--- src/rtl/permutation_round_ctrl.sv ---
// Round sequencer for the permutation datapath: FIRST loads external state, ROUND iterates to ROUND_LAST, DONE pulses.
// Latency N+1 cycles from accepted start to done_o; new requests are accepted only while ready_o is high, never queued.
module permutation_round_ctrl #(
  parameter int ROUND_W    = 4,
  parameter int PA_START   = 0,
  parameter int PB_START   = 6,
  parameter int ROUND_LAST = 11
) (
  input  logic               clock_i,
  input  logic               reset_i,
  input  logic               start_i,
  input  logic               mode_i,
  output logic               ready_o,
  output logic [ROUND_W-1:0] round_o,
  output logic               sel_init_o,
  output logic               en_reg_o,
  output logic               last_o,
  output logic               done_o
);

  typedef enum logic [1:0] {
    S_IDLE  = 2'd0,
    S_FIRST = 2'd1,
    S_ROUND = 2'd2,
    S_DONE  = 2'd3
  } state_t;

  localparam logic [ROUND_W-1:0] LP_PA_START   = ROUND_W'(PA_START);
  localparam logic [ROUND_W-1:0] LP_PB_START   = ROUND_W'(PB_START);
  localparam logic [ROUND_W-1:0] LP_ROUND_LAST = ROUND_W'(ROUND_LAST);
  localparam logic [ROUND_W-1:0] LP_ONE        = ROUND_W'(1);

  state_t             r_state;
  state_t             w_state_nxt;
  logic [ROUND_W-1:0] r_round;
  logic [ROUND_W-1:0] w_round_nxt;
  logic               w_at_last;

  assign w_at_last = (r_round == LP_ROUND_LAST);

  always_ff @(posedge clock_i) begin
    if (reset_i) begin
      r_state <= S_IDLE;
      r_round <= '0;
    end else begin
      r_state <= w_state_nxt;
      r_round <= w_round_nxt;
    end
  end

  always_comb begin
    w_state_nxt = r_state;
    w_round_nxt = r_round;
    ready_o     = 1'b0;
    sel_init_o  = 1'b0;
    en_reg_o    = 1'b0;
    done_o      = 1'b0;
    case (r_state)
      S_IDLE: begin
        ready_o = 1'b1;
        // mode_i is captured only here, so later changes cannot disturb a running permutation
        if (start_i) begin
          w_round_nxt = mode_i ? LP_PB_START : LP_PA_START;
          w_state_nxt = S_FIRST;
        end
      end
      S_FIRST: begin
        en_reg_o    = 1'b1;
        sel_init_o  = 1'b1;
        w_round_nxt = r_round + LP_ONE;
        w_state_nxt = S_ROUND;
      end
      S_ROUND: begin
        en_reg_o = 1'b1;
        if (w_at_last) begin
          w_state_nxt = S_DONE;
        end else begin
          w_round_nxt = r_round + LP_ONE;
        end
      end
      S_DONE: begin
        done_o      = 1'b1;
        w_state_nxt = S_IDLE;
      end
      default: begin
        w_state_nxt = S_IDLE;
      end
    endcase
  end

  assign round_o = r_round;
  assign last_o  = ((r_state == S_FIRST) || (r_state == S_ROUND)) && w_at_last;

endmodule

--- config.mk ---
export PLATFORM = sky130hd
export DESIGN_NAME = permutation_round_ctrl
export DESIGN_NICKNAME = d
export VERILOG_FILES = /design/src/rtl/permutation_round_ctrl.sv
export SDC_FILE = /design/constraint.sdc
export NUM_CORES = 1
export LEC_CHECK = 0
export CORE_AREA = 2 2 39 41
export DETAILED_ROUTE_END_ITERATION = 10
export DIE_AREA = 0 0 41 43
export SLEW_MARGIN = 20
export SYNTH_ARGS = -nofsm -noshare
export SYNTH_HDL_FRONTEND = slang
export SYNTH_SLANG_ARGS = --single-unit
--- constraint.sdc ---
create_clock -name clock_i -period 2.2 [get_ports clock_i]
set_input_delay 0.44 -clock clock_i [delete_from_list [all_inputs] [get_ports clock_i]]
set_output_delay 0.44 -clock clock_i [all_outputs]
set_load 0.05 [all_outputs]
==> summary.md <==
| Metric | Value |
|---|---|
| Critical path data arrival time | `1.62 ns` |
| Worst skew pair latency | `0.24 ns` |
| Floorplan Core Area | `1380 um2` |
| Average wire per standard cell | `12.1 um` |
| Largest buffer count on any clock path | `2` |
| Buf/Inv on CP | `3` |
| Final number of max-transition violations | `0` |
| Util after Layout | `44.5%` |
| Count of standard-cell rows | `14` |
| Required time of the worst setup path | `1.76 ns` |
| #FFs+latches synth | `6` |
| Proportion of synthesized chip area in sequential cells | `27.3%` |
| LEAKAGE | `0.256 nW` |
| Boundary Pins | `13` |
| First-pass GRT wire length | `1.48 mm` |
| Most used flip-flop cell after synthesis | `sky130_fd_sc_hd__dfxtp_1` |
| Post-synth cell types | `25` |
| Starting density of the core | `31.8%` |
| Asr flop ratio synth | `0%` |
| Placed Instances | `76` |
| CTS Sinks | `6` |
| Final setup TNS | `0 ns` |
| Router iterations before antenna repair | `4` |
| Max stage delay on crit path | `0.46 ns` |
| GRT overflow | `0` |
| Via count of the first global-routing pass | `358` |
| Port Buf Inserts | `12` |
| Multi-input logic area | `307 um2` |
| Warnings from Yosys | `0` |
| Endpoint class of the critical path | `output pin` |
| Area share of the largest cell type after synthesis | `27.3%` |
| Number of buffers inserted by post-CTS setup repair | `0` |
| Routability-driven placement congestion ratio | `0.755` |
| Share of the clock period used by the worst path after layout | `93.5%` |
| Setup repair after global routing missed its margin | `false` |
| Clock-pin transition on the worst setup and hold timing paths | `0.04 ns` |
| Final std cells w/o fill | `79` |
| Ranking of synthesized cells by area | `sky130_fd_sc_hd__dfxtp_1, sky130_fd_sc_hd__ha_1, sky130_fd_sc_hd__nand2b_1, sky130_fd_sc_hd__nor2b_1, sky130_fd_sc_hd__a21oi_1` |
| Status | `finished clean` |
| Endpoints failing hold | `0` |
| Crit path max-delay cell type | `sky130_fd_sc_hd__ha_1` |
| Final critical path time including I/O delays and setup | `2.06 ns` |
| Post-detailed-route DRC marker count | `0` |
| Number of resized instances in the post-cts repair step | `0` |
| Dominant delay contributor by cell family on the critical path | `adder cells` |
| Area added between synthesis and finish | `39.8%` |
| Synth top cells by count | `sky130_fd_sc_hd__dfxtp_1, sky130_fd_sc_hd__ha_1, sky130_fd_sc_hd__a21oi_1, sky130_fd_sc_hd__nand2b_1, sky130_fd_sc_hd__nor2b_1` |
| Number of buffers inserted by hold repair at cts | `0` |
| Floorplan die area | `1760 um2` |
| Post-Synthesis Cells | `49` |
| Sequential standard cell area | `120 um2` |
| Number of maximum-capacitance constraint violations | `0` |
| Startpoint type of the worst setup path | `register` |
| Worst min-delay path class | `reg -> reg` |
| Post-layout net count | `75` |
| Vias per inst | `5.19` |
| Number of CTS-inserted buffers | `3` |
| VDD IR max | `0.000577 V` |
| # setup viols final | `0` |
| Combined global-route utilization of all metal layers | `12.9%` |
| Slew headroom | `67.2%` |
| Transition time of the tightest slew-check pin | `0.490 ns` |
| Fill count | `151` |
| Wire length reported by the detailed router | `954 um` |
| Antenna diode count | `0` |
| Library cell occupying the most area in the post-synthesis netlist | `sky130_fd_sc_hd__dfxtp_1` |
| Setup skew after layout | `0.00230 ns` |
| Maximum number of pins on one net before global-route repair | `11` |
| Post-detail-place hpwl | `744 um` |
| Horizontal die dimension | `41 um` |
| Syn_nets | `59` |
| Worst-path fanout max | `8` |
| Setup CP Type | `reg -> out` |
| Chain of cells forming the critical path | `inv_1, ha_1, inv_1, nor2_2, buf_12` |
| Vert. Die Dim | `43 um` |
| Vias | `410` |
| Initial antenna violation count | `0` |
| Synthesized area per cell | `8.99 um2` |
| DRC violation total after the first TritonRoute iteration | `6` |
| H-Tree Level Count | `1` |
| Count of flip-flops with a built-in enable after synthesis | `0` |
| Share of cells above drive strength 1 | `15.9%` |
| Antenna Violating Nets Remaining | `0` |
| Power density relative to cell area | `1540 nW/um2` |
| Critical Path Most Common Cell | `sky130_fd_sc_hd__inv_1` |
| Cell area after technology mapping | `440 um2` |
| Cell at the root of the clock tree | `sky130_fd_sc_hd__clkbuf_4` |
| Clock tree from TritonCTS | `yes` |
| Maximum clock frequency | `486 MHz` |
==> routing by layer <==
metal / vias to the layer above / routed length [um] / global-route usage (%) / share of wire, %
met1: 191 / 403 / 13.5 / 42
li1: 209 / - / - / -
met3: 0 / 54 / 7.85 / 5.7
met4: 0 / 0 / 4.00 / 0
met5: - / 0 / 0 / 0
met2: 10 / 496 / 20.6 / 52
==> worst min-delay path, cell delays in order, from the launching register on <==
cell                       delay, ns
sky130_fd_sc_hd__dfxtp_1        0.33
sky130_fd_sc_hd__nand2b_1       0.08
sky130_fd_sc_hd__mux2i_1        0.06
==> sequential cells by signal, summed over array words and instances (netlist names) <==
register	count
round_o	4
r_state	2
==> per-stage QoR <==
step	hold slack, ns	power (W)	cell area (um2)	worst slack, ns
after floorplan	0.481	0.000657	443	0.0763
after global placement	0.503	0.000847	593	0.424
after detailed placement	0.509	0.000848	593	0.411
after CTS	0.518	0.000955	616	0.134
after global routing	0.561	0.00101	616	0.0660
final	0.516	0.000945	616	0.144
==> worst paths after layout <==
path,from,to,slack (ns),cells after the start
max,r_state[0],last_o,0.14,5
min,r_state[1],r_state[1],0.52,2
max reg2reg,r_state[0],round_o[0],0.61,5
min reg2reg,r_state[1],r_state[1],0.52,2
==> logic make-up (layout without fill, tap and decap cells) <==
kind of cell,after synthesis,in the layout,share of synthesized area [%]
buffers and inverters,4,18,3.69
adders and majority gates,6,6,17.0
AOI/OAI and AO/OA,10,10,15.6
and+or+nand+nor,21,21,31.8
DFF,6,6,27.3
muxes,2,2,4.55
==> layout by cell type, fill, tap and decap left out <==
cell,instances
sky130_fd_sc_hd__clkdlybuf4s50_1,8
sky130_fd_sc_hd__ha_1,6
sky130_fd_sc_hd__dfxtp_1,6
sky130_fd_sc_hd__nand2b_1,4
sky130_fd_sc_hd__nor2b_1,4
sky130_fd_sc_hd__a21oi_1,4
sky130_fd_sc_hd__inv_1,3
sky130_fd_sc_hd__clkbuf_4,3
sky130_fd_sc_hd__mux2i_1,2
sky130_fd_sc_hd__nor2_1,2
sky130_fd_sc_hd__buf_12,2
sky130_fd_sc_hd__buf_4,2
sky130_fd_sc_hd__nand3b_1,1
sky130_fd_sc_hd__nor2_2,1
sky130_fd_sc_hd__and3b_1,1
sky130_fd_sc_hd__or3_4,1
sky130_fd_sc_hd__nand4b_1,1
sky130_fd_sc_hd__o2111ai_1,1
sky130_fd_sc_hd__nor3_1,1
sky130_fd_sc_hd__o31ai_1,1
sky130_fd_sc_hd__nand3_2,1
sky130_fd_sc_hd__nand3_1,1
sky130_fd_sc_hd__nor4_1,1
sky130_fd_sc_hd__and4b_1,1
sky130_fd_sc_hd__a221o_1,1
sky130_fd_sc_hd__a31oi_1,1
sky130_fd_sc_hd__a311oi_1,1
sky130_fd_sc_hd__or3_1,1
sky130_fd_sc_hd__o21a_1,1
==> layout make-up <==
cell class / count / area share (%)
timing repair buffer: 12 / 22.0
multi-input combinational: 39 / 49.8
inverter: 3 / 1.83
tap: 16 / 3.25
clock buffer: 3 / 3.66
sequential: 6 / 19.5
==> power by group <==
group / internal, W / switching (W)
clock network: 0.0000617 / 0.0000397
logic: 0.000253 / 0.000405
registers: 0.000146 / 0.0000404
No activity file was read; power rests on OpenSTA's default activity.
